**src/rtl/ext_pkg.sv**
```systemverilog
// Shared definitions for the immediate extender: extension mode encodings.
package ext_pkg;
  localparam int EXT_MODE_W = 2;
  localparam logic [EXT_MODE_W-1:0] EXT_ZERO     = 2'd0;
  localparam logic [EXT_MODE_W-1:0] EXT_SIGN     = 2'd1;
  localparam logic [EXT_MODE_W-1:0] EXT_UPPER    = 2'd2;
  localparam logic [EXT_MODE_W-1:0] EXT_SIGN_SHL = 2'd3;
endpackage

```
**src/rtl/ext_core.sv**
```systemverilog
// Combinational immediate extender: widens imm_in to OUT_W bits in one of four modes.
module ext_core
  import ext_pkg::*;
#(
  parameter int IN_W     = 16,
  parameter int OUT_W    = 32,
  parameter int BR_SHIFT = 2
) (
  input  logic [IN_W-1:0]       imm_in,
  input  logic [EXT_MODE_W-1:0] mode,
  output logic [OUT_W-1:0]      imm_out
);

  // Bits above the immediate; collapses to zero when IN_W == OUT_W.
  localparam logic [OUT_W-1:0] HI_MASK = ~((OUT_W'(1) << IN_W) - OUT_W'(1));

  logic [OUT_W-1:0] zext;
  logic [OUT_W-1:0] sext;
  logic [OUT_W-1:0] upper;
  logic [OUT_W-1:0] sshl;

  always_comb begin
    zext  = OUT_W'(imm_in);
    sext  = imm_in[IN_W-1] ? (zext | HI_MASK) : zext;
    upper = zext << (OUT_W - IN_W);
    sshl  = sext << BR_SHIFT;
    unique case (mode)
      EXT_ZERO:  imm_out = zext;
      EXT_SIGN:  imm_out = sext;
      EXT_UPPER: imm_out = upper;
      default:   imm_out = sshl;
    endcase
  end

endmodule

```
**src/rtl/imm_ext_pipe.sv**
```systemverilog
// Pipelined immediate extender with valid/ready handshake and a 2-entry skid buffer
// (main register M drives the output, skid register S absorbs one stalled push).
module imm_ext_pipe
  import ext_pkg::*;
#(
  parameter int IN_W     = 16,
  parameter int OUT_W    = 32,
  parameter int BR_SHIFT = 2
) (
  input  logic                  Clk,
  input  logic                  Reset,
  input  logic                  in_valid,
  output logic                  in_ready,
  input  logic [IN_W-1:0]       in_data,
  input  logic [EXT_MODE_W-1:0] in_mode,
  output logic                  out_valid,
  input  logic                  out_ready,
  output logic [OUT_W-1:0]      out_data,
  output logic                  out_neg,
  output logic [1:0]            occupancy
);

  if (IN_W > OUT_W || IN_W < 1 || BR_SHIFT >= OUT_W) begin : g_param_check
    $error("imm_ext_pipe: illegal parameters IN_W=%0d OUT_W=%0d BR_SHIFT=%0d",
           IN_W, OUT_W, BR_SHIFT);
  end

  logic             m_valid_q, m_valid_d;
  logic             s_valid_q, s_valid_d;
  logic [OUT_W-1:0] m_data_q,  m_data_d;
  logic [OUT_W-1:0] s_data_q,  s_data_d;
  logic [OUT_W-1:0] ext_val;
  logic             acc;
  logic             pop;

  ext_core #(
    .IN_W     (IN_W),
    .OUT_W    (OUT_W),
    .BR_SHIFT (BR_SHIFT)
  ) u_ext_core (
    .imm_in  (in_data),
    .mode    (in_mode),
    .imm_out (ext_val)
  );

  assign in_ready  = ~s_valid_q & ~Reset;
  assign acc       = in_valid & in_ready;
  assign pop       = m_valid_q & out_ready;
  assign out_valid = m_valid_q;
  assign out_data  = m_data_q;
  assign out_neg   = m_data_q[OUT_W-1];
  assign occupancy = {1'b0, m_valid_q} + {1'b0, s_valid_q};

  // S is only ever valid while M is valid, so an empty M implies an empty S.
  always_comb begin
    m_valid_d = m_valid_q;
    s_valid_d = s_valid_q;
    m_data_d  = m_data_q;
    s_data_d  = s_data_q;
    if (!m_valid_q) begin
      if (acc) begin
        m_valid_d = 1'b1;
        m_data_d  = ext_val;
      end
    end else if (pop) begin
      if (s_valid_q) begin
        m_data_d  = s_data_q;
        s_valid_d = 1'b0;
      end else if (acc) begin
        m_data_d  = ext_val;
      end else begin
        m_valid_d = 1'b0;
      end
    end else if (acc) begin
      s_valid_d = 1'b1;
      s_data_d  = ext_val;
    end
  end

  always_ff @(posedge Clk or posedge Reset) begin
    if (Reset) begin
      m_valid_q <= 1'b0;
      s_valid_q <= 1'b0;
      m_data_q  <= '0;
      s_data_q  <= '0;
    end else begin
      m_valid_q <= m_valid_d;
      s_valid_q <= s_valid_d;
      m_data_q  <= m_data_d;
      s_data_q  <= s_data_d;
    end
  end

endmodule

```
**config.mk**
```make
export PLATFORM = sky130hd
export DESIGN_NAME = imm_ext_pipe
export DESIGN_NICKNAME = d
export VERILOG_FILES = /design/src/rtl/ext_pkg.sv /design/src/rtl/ext_core.sv /design/src/rtl/imm_ext_pipe.sv
export SDC_FILE = /design/constraint.sdc
export NUM_CORES = 1
export LEC_CHECK = 0
export CORE_MARGIN = 3
export CORE_UTILIZATION = 56
export DETAILED_ROUTE_END_ITERATION = 6
export PLACE_DENSITY = 0.85
export SYNTH_ARGS = -nofsm -noshare
export SYNTH_HDL_FRONTEND = slang
export SYNTH_HIERARCHICAL = 1
export SYNTH_SLANG_ARGS = --single-unit
export TNS_END_PERCENT = 50
```
**constraint.sdc**
```tcl
create_clock -name Clk -period 4.07 [get_ports Clk]
set_input_delay 0.814 -clock Clk [delete_from_list [all_inputs] [get_ports Clk]]
set_output_delay 0.814 -clock Clk [all_outputs]
set_load 0.005 [all_outputs]
```
==> flow_summary.toml, run 1 <==
[floorplanning]
core_um2 = 5540
die_area_um2 = 6740
initial_core_util_pct = 58.5
io_pins = 59
die_h_um = 82.1
die_w_um = 82.1
row_count = 27

[detailed_routing]
post_drt_wl_per_cell_um = 19.6
firstDrtPassIters = 4
drc = 0
drt-vias-per-instance = 6.01
first_iter_violations = 148
wirelength_um = 7730
num_vias = 2366
ant_nets = 0

[power]
seqPwrFrac_pct = 42.0
peakVddDrop_uv = 334
internal_power_mw = 1.82
power_density_nw_per_um2 = 643
netSwitchingFraction_pct = 29.8
p_clk_share_pct = 22.8
combinationalPowerShare_pct = 35.2
p_switching_mw = 0.774
power_mw = 2.59
leakage_nw = 1.89

[grt]
grt_pass1_wl_um = 12600
antenna_found_initial = 0
grt_overflow = 0
grt_pass1_vias = 2475
grt_max_degree = 55
grt.total_usage_pct = 25.3

[cts]
root_buffer = "clkbuf_8"
clk_path_buf_depth = 2
cts_resized = 0
htreeDepth = 3
post_cts_buffers = 0
clkTransAtPathRegs_ns = 0.07
holdBufCountCts = 0
tritoncts = "built"
clock-sinks = 66
clk_latency_ns = 0.34
numCtsBuffers = 9

[layout]
antennaDiodeCount = 0
drive_gt1_share_pct = 18.3
nets = 340
finish.utilization_pct = 72.8
syn_to_final_growth_pct = 24.4
most-common-layout-cells = "dfrtp_1 (66), clkdlybuf4s50_1 (58), mux2_4 (30), inv_1 (27)"
layout_commonest_cell = "dfrtp_1"
fill_cells = 387

[yosys]
ys_seq_elements = 66
synth_nets = 288
yosysSeqAreaShare_pct = 51.0
ys_types = 34
syn_area_per_cell_um2 = 12.2
synthArstFlopShare_pct = 100
ys.flop_type = "dfrtp_1"
synth_edf_count = 0
synthCells = 265
yosysWarnings = 6
synthesis.area_um2 = 3240

[timing]
skew_ns = 0.00965
hold_viol = 0
tightest_slew_ns = 1.15
timing.setup.tns_ns = 0
maxSlewViolCount = 0
relSlewSlack_pct = 23.2
setup_violations = 0
fmax_mhz = 338
rsz0062_at_grt = "false"
period_share_pct = 72.8
post-route-min-period_ns = 2.96

[hold_path]
min_path_cells = 1
hold_class = "reg -> reg"

[setup_path]
start_kind = "primary input"
required_ns = 4.28
crit_cells = 4
critPathArrivalTime_ns = 3.17
crit_chain = "clkdlybuf4s50_1 > nor3b_4 > nand3_2 > mux2_1"
path_class = "in -> reg"
crit_buf_inv = 1
crit_path_max_fanout = 32
r2r_cells = 3
cp_slowest_stage_delay_ns = 0.89
critPathTopFamily = "simple AND/OR/NAND/NOR gates"
critPathSlowestCell = "nand3_2"
endpoint_kind = "flip-flop"

[placement]
gp_congestion = 0.868
dp_hpwl_um = 4990
portBuffers = 58

[outcome]
status = "completed"

[run]
cap_violations = 0
==> worst paths after layout <==
kind	from	end	slack, ns
min	out_data[29]	out_data[29]	0.50
min in group asynchronous	Reset	out_data[6]	1.22
max reg2reg	s_valid_q	s_data_q[4]	1.48
max	Reset	s_data_q[4]	1.11
min reg2reg	out_data[29]	out_data[29]	0.50
max in group asynchronous	Reset	s_data_q[24]	2.09
==> sequential cells by signal, summed over array words and instances, names as in the netlist <==
register / cells
s_data_q: 32
s_valid_q: 1
out_valid: 1
out_data: 32
==> layout make-up <==
type,count,area (um^2),area share (%)
clock buffer,15,186,4.62
multi-input combinational,148,1350,33.4
clock inverter,1,30.0,0.745
timing repair buffer,63,618,15.3
inverter,29,109,2.70
tap,72,90.1,2.23
sequential,66,1650,41.0
==> per-stage QoR <==
stage	cell area [um^2]	instances	worst slack (ns)	hold WS (ns)
floorplan	3240	265	1.60	0.465
global placement	3810	378	0.882	0.476
detailed placement	3810	378	0.813	0.489
CTS	4030	394	1.13	0.501
global route	4030	394	1.07	0.529
finish	4030	394	1.11	0.499
==> power by group through the flow <==
| stage | clock (mW) | combinational [mW] | sequential [mW] |
|---|---|---|---|
| 2_1_floorplan | 0 | 0.525 | 1.05 |
| 3_5_place_dp | 0 | 0.905 | 1.09 |
| 6_report | 0.592 | 0.911 | 1.09 |
| 4_1_cts | 0.597 | 0.918 | 1.08 |
| 5_1_grt | 0.622 | 0.992 | 1.12 |
| 3_3_place_gp | 0 | 0.874 | 1.07 |
==> synthesized netlist by cell type, types with 3 or more instances <==
| cell | count | area [um^2] |
|---|---|---|
| o32ai_1 | 6 | 52.6 |
| nand2b_1 | 3 | 18.8 |
| a32oi_1 | 26 | 228 |
| buf_6 | 6 | 67.6 |
| a22o_1 | 14 | 123 |
| inv_1 | 28 | 105 |
| a21oi_1 | 4 | 20.0 |
| o21ai_1 | 26 | 130 |
| a21o_2 | 4 | 35.0 |
| mux2_4 | 30 | 450 |
| clkbuf_1 | 13 | 48.8 |
| a2bb2oi_1 | 5 | 43.8 |
| a21o_1 | 10 | 75.1 |
| dfrtp_1 | 66 | 1650 |
==> per-layer routing <==
| layer | GRT usage (%) | wire, um | part of all wire (%) |
|---|---|---|---|
| met4 | 12.8 | 124 | 1.6 |
| met2 | 40.1 | 3890 | 50 |
| met3 | 4.28 | 422 | 5.5 |
| met1 | 33.3 | 3300 | 43 |
| met5 | 0 | 0 | 0 |
==> kinds of logic (layout without fill, tap and decap cells) <==
family          Yosys count  in the layout  synth area share [%]
buf+inv                  51            108                  7.49
simple gates             14             14                  3.28
mux                      33             33                  14.9
fa+ha+maj                 1              1                 0.386
flops                    66             66                  51.0
compound gates          100            100                  23.0
No activity file was read; power rests on OpenSTA's default activity.
==> run 2, diff against run 1 <==
CORE_UTILIZATION = 47   (was 56)
PLACE_DENSITY = 0.76   (was 0.85)
clock period = 2.6 ns   (was 4.07 ns; I/O delays follow)
==> run 2 against run 1 <==
Sequential cell count stayed put. Final cell count is 1.3% higher. Via count is 2.2% lower. Utilization is 11 points lower. Wire length is 5.3% lower. Combinational power is 55% higher. Power is 51% higher. Register-to-register slack worse by 0.84 ns. Sequential share of layout area hardly changed. Cell area hardly changed. Non-clock buffer count is 1 higher. Largest power group unchanged.
==> flow_summary.toml, run 2 (synthesis gave the netlist of run 1 again) <==
[outcome]
status = "completed"

[cts]
numCtsBuffers = 9
clk_path_buf_depth = 2
cts_resized = 0
htreeDepth = 3
holdBufCountCts = 0
root_buffer = "clkbuf_8"
post_cts_buffers = 0
tritoncts = "built"
clkTransAtPathRegs_ns = 0.07
clock-sinks = 66
clk_latency_ns = 0.34

[layout]
fin_cells = 399
fill_cells = 540
drive_gt1_share_pct = 18.9
antennaDiodeCount = 0
syn_to_final_growth_pct = 24.4
most-common-layout-cells = "dfrtp_1 (66), clkdlybuf4s50_1 (58), mux2_4 (30), inv_1 (27)"
nets = 341
layout_commonest_cell = "dfrtp_1"

[setup_path]
reg2reg_to = "out_data[31]"
path_class = "reg -> out"
required_ns = 2.08
endpoint_kind = "output port"
rrSetupSlack_ns = 0.64
timing.rr.start = "s_valid_q"
start_kind = "flip-flop"
r2r_cells = 3
crit_path_max_fanout = 16
critPathArrivalTime_ns = 1.80

[detailed_routing]
first_iter_violations = 139
drt-vias-per-instance = 5.80
wirelength_um = 7320
ant_nets = 0
post_drt_wl_per_cell_um = 18.3
firstDrtPassIters = 4
drc = 0
num_vias = 2313

[timing]
timing.setup.tns_ns = 0
tightest_slew_ns = 0.995
post-route-min-period_ns = 2.32
maxSlewViolCount = 0
skew_ns = 0.00746
rsz0062_at_grt = "false"
period_share_pct = 89.0
setup_violations = 0
fmax_mhz = 432
relSlewSlack_pct = 33.7
hold_viol = 0

[floorplanning]
die_h_um = 89.0
die_w_um = 89.0
initial_core_util_pct = 49.6
io_pins = 59
core_um2 = 6530
die_area_um2 = 7930
row_count = 29

[grt]
grt.total_usage_pct = 20.1
grt_overflow = 0
antenna_found_initial = 0
grt_pass1_vias = 2379
grt_pass1_wl_um = 12200
grt_max_degree = 67

[power]
leakage_nw = 1.89
power_density_nw_per_um2 = 970
peakVddDrop_uv = 509

[hold_path]
hold_class = "reg -> reg"
min_path_cells = 1
min_to = "s_data_q[4]"
worstHoldStart = "s_data_q[4]"

[placement]
dp_hpwl_um = 4850
dp_cells = 384
portBuffers = 58
gp_congestion = 0.840

[run]
cap_violations = 0
## run 2: cell types whose count changed in the layout (fill, tap and decap cells not counted)
cell | before | now
clkbuf_1 | 2 | 0
clkinv_2 | 0 | 2
buf_12 | 0 | 1
bufinv_16 | 1 | 0
## run 2: stage by stage
stage	utilization [%]	power, mW	hold WS [ns]	worst slack (ns)	cell area (um^2)
4_1_cts	61.7	3.93	0.510	0.286	4030
3_3_place_gp	58.8	3.07	0.476	0.352	3840
5_1_grt	61.7	4.16	0.523	0.176	4030
3_5_place_dp	58.8	3.11	0.484	0.316	3840
2_1_floorplan	-	2.47	0.465	0.425	3240
6_report	61.7	3.91	0.505	0.285	4030
## run 2: layout make-up
type / instances / area [um^2] / area share (%)
sequential: 66 / 1650 / 41.0
timing repair buffer: 64 / 638 / 15.8
clock inverter: 2 / 10.0 / 0.248
multi-input combinational: 148 / 1350 / 33.4
inverter: 29 / 109 / 2.70
clock buffer: 13 / 179 / 4.44
tap: 77 / 96.3 / 2.39
## run 2: how the worst max path moves through the flow
stage / from / end / slack [ns] / depth (start not counted)
2_1_floorplan: Reset / out_data[0] / 0.43 / 1
3_3_place_gp: Reset / s_data_q[3] / 0.35 / 5
3_5_place_dp: Reset / s_data_q[4] / 0.32 / 5
4_1_cts: s_valid_q / occupancy[0] / 0.29 / 2
5_1_grt: s_valid_q / occupancy[0] / 0.18 / 2
6_report: s_valid_q / occupancy[0] / 0.28 / 2
## run 2: layer usage
layer | global-route usage (%) | routed length, um | up-vias
met5 | 0 | 0 | -
met4 | 7.71 | 82 | 0
met3 | 3.59 | 368 | 10
met2 | 31.6 | 3550 | 68
met1 | 28.0 | 3320 | 1153
li1 | - | - | 1082
## run 2: where the power goes
part / total (mW) / leakage [nW] / switching [mW] / internal, mW
clock network: 0.813 / 0.101 / 0.371 / 0.442
registers: 1.69 / 0.842 / 0.264 / 1.43
logic: 1.41 / 0.948 / 0.529 / 0.878
## run 2: worst max-delay path, cell delays in order, from the launching register on
cell             delay (ns)
dfrtp_1                0.68
ha_1                   0.33
clkdlybuf4s50_1        0.44
==> run 3, diff against run 2 <==
CORE_UTILIZATION = 49   (was 47)
CTS_BUF_LIST = sky130_fd_sc_hd__clkbuf_4 sky130_fd_sc_hd__clkbuf_8   (was unset)
PLACE_DENSITY = unset   (was 0.76)
PLACE_DENSITY_LB_ADDON = 0.1   (was unset)
==> run 3 against run 2 <==
First-iteration DRC count up 83%. Global-route usage grew 0.52 points. Non-clock buffer count did not move. Wire length decreased by 0.52%. Utilization up 1.5 points. Combinational power barely moved. Sequential share of layout area barely moved. Die area decreased by 3.8%. Clock skew about the same. Largest power group unchanged.
==> flow_summary.toml, run 3 (synthesis gave the netlist of run 1 again) <==
[outcome]
status = "completed"

[placement]
gp_congestion = 0.872
dp_cells = 384
portBuffers = 58
dp_hpwl_um = 4830

[timing]
skew_ns = 0.00705
post-route-min-period_ns = 2.31
hold_viol = 0
hold_ws_ns = 0.501
maxSlewViolCount = 0
period_share_pct = 88.8
fmax_mhz = 433
relSlewSlack_pct = 33.3
setup_violations = 0
tightest_slew_ns = 1.00
timing.setup.tns_ns = 0
rsz0062_at_grt = "false"

[layout]
nets = 341
fin_cells = 399
layout_commonest_cell = "dfrtp_1"
finish.utilization_pct = 63.2
syn_to_final_growth_pct = 24.5
most-common-layout-cells = "dfrtp_1 (66), clkdlybuf4s50_1 (58), mux2_4 (30), inv_1 (27)"
antennaDiodeCount = 0
fill_cells = 534
drive_gt1_share_pct = 18.9

[floorplanning]
io_pins = 59
die_area_um2 = 7630
initial_core_util_pct = 50.7
core_um2 = 6390
die_w_um = 87.3
die_h_um = 87.3
row_count = 29

[setup_path]
cp_slowest_stage_delay_ns = 0.67
path_class = "reg -> out"
crit_path_max_fanout = 16
endpoint_kind = "output port"
critPathTopFamily = "flip-flops"
critPathSlowestCell = "dfrtp_1"
required_ns = 2.08
start_kind = "flip-flop"
crit_chain = "ha_1 > clkdlybuf4s50_1"
crit_buf_inv = 1
critPathArrivalTime_ns = 1.79

[cts]
htreeDepth = 3
post_cts_buffers = 0
numCtsBuffers = 9
clk_latency_ns = 0.34
clkTransAtPathRegs_ns = 0.07
clock-sinks = 66
root_buffer = "clkbuf_8"
tritoncts = "built"
clk_path_buf_depth = 2
holdBufCountCts = 0
cts_resized = 0

[grt]
grt.total_usage_pct = 20.6
grt_max_degree = 67
grt_pass1_wl_um = 12100
grt_overflow = 0
grt_pass1_vias = 2328
antenna_found_initial = 0

[detailed_routing]
post_drt_wl_per_cell_um = 18.3
drc = 0
first_iter_violations = 254
wirelength_um = 7280
ant_nets = 0
drt-vias-per-instance = 5.91
firstDrtPassIters = 4
num_vias = 2360

[power]
leakage_nw = 1.89
peakVddDrop_uv = 572
power_density_nw_per_um2 = 979

[hold_path]
hold_class = "reg -> reg"

[run]
cap_violations = 0
-- run 3: changes by cell type in the layout (fill, tap and decap cells not counted) --
| cell | delta |
|---|---|
| clkbuf_8 | -3 |
| bufinv_16 | +1 |
| clkbuf_4 | +2 |
-- run 3: where the power goes --
part | switching [mW] | total, mW | internal, mW
sequential | 0.255 | 1.68 | 1.42
combinational | 0.527 | 1.40 | 0.878
clock | 0.381 | 0.864 | 0.483
total | 1.16 | 3.95 | 2.79
-- run 3: layout make-up --
type                       instances  area (um^2)  area share (%)
clock buffer                      12          153            3.78
clock inverter                     3         40.0           0.993
inverter                          29          109            2.70
multi-input combinational        148         1350            33.4
sequential                        66         1650            40.9
tap                               77         96.3            2.39
timing repair buffer              64          638            15.8
-- run 3: worst paths after layout --
| path | startpoint | end | slack (ns) | cells after the start |
|---|---|---|---|---|
| max | s_valid_q | occupancy[0] | 0.29 | 2 |
| min | s_data_q[4] | s_data_q[4] | 0.50 | 1 |
| max reg2reg | s_valid_q | out_data[28] | 0.62 | 3 |
| min reg2reg | s_data_q[4] | s_data_q[4] | 0.50 | 1 |
| max in group asynchronous | Reset | out_data[14] | 1.60 | 3 |
| min in group asynchronous | Reset | out_valid | 0.71 | 3 |
-- run 3: metrics by stage --
step	area (um^2)	power, mW	worst slack, ns
6_report	4030	3.95	0.292
3_5_place_dp	3840	3.11	0.293
2_1_floorplan	3240	2.47	0.425
3_3_place_gp	3840	3.08	0.337
4_1_cts	4030	3.98	0.281
5_1_grt	4030	4.20	0.191
-- run 3: per-layer routing --
metal	share of wire, %	global-route usage [%]
met3	4.8	4.73
met4	2.0	8.51
met1	47	29.7
met2	46	30.0
met5	0	0
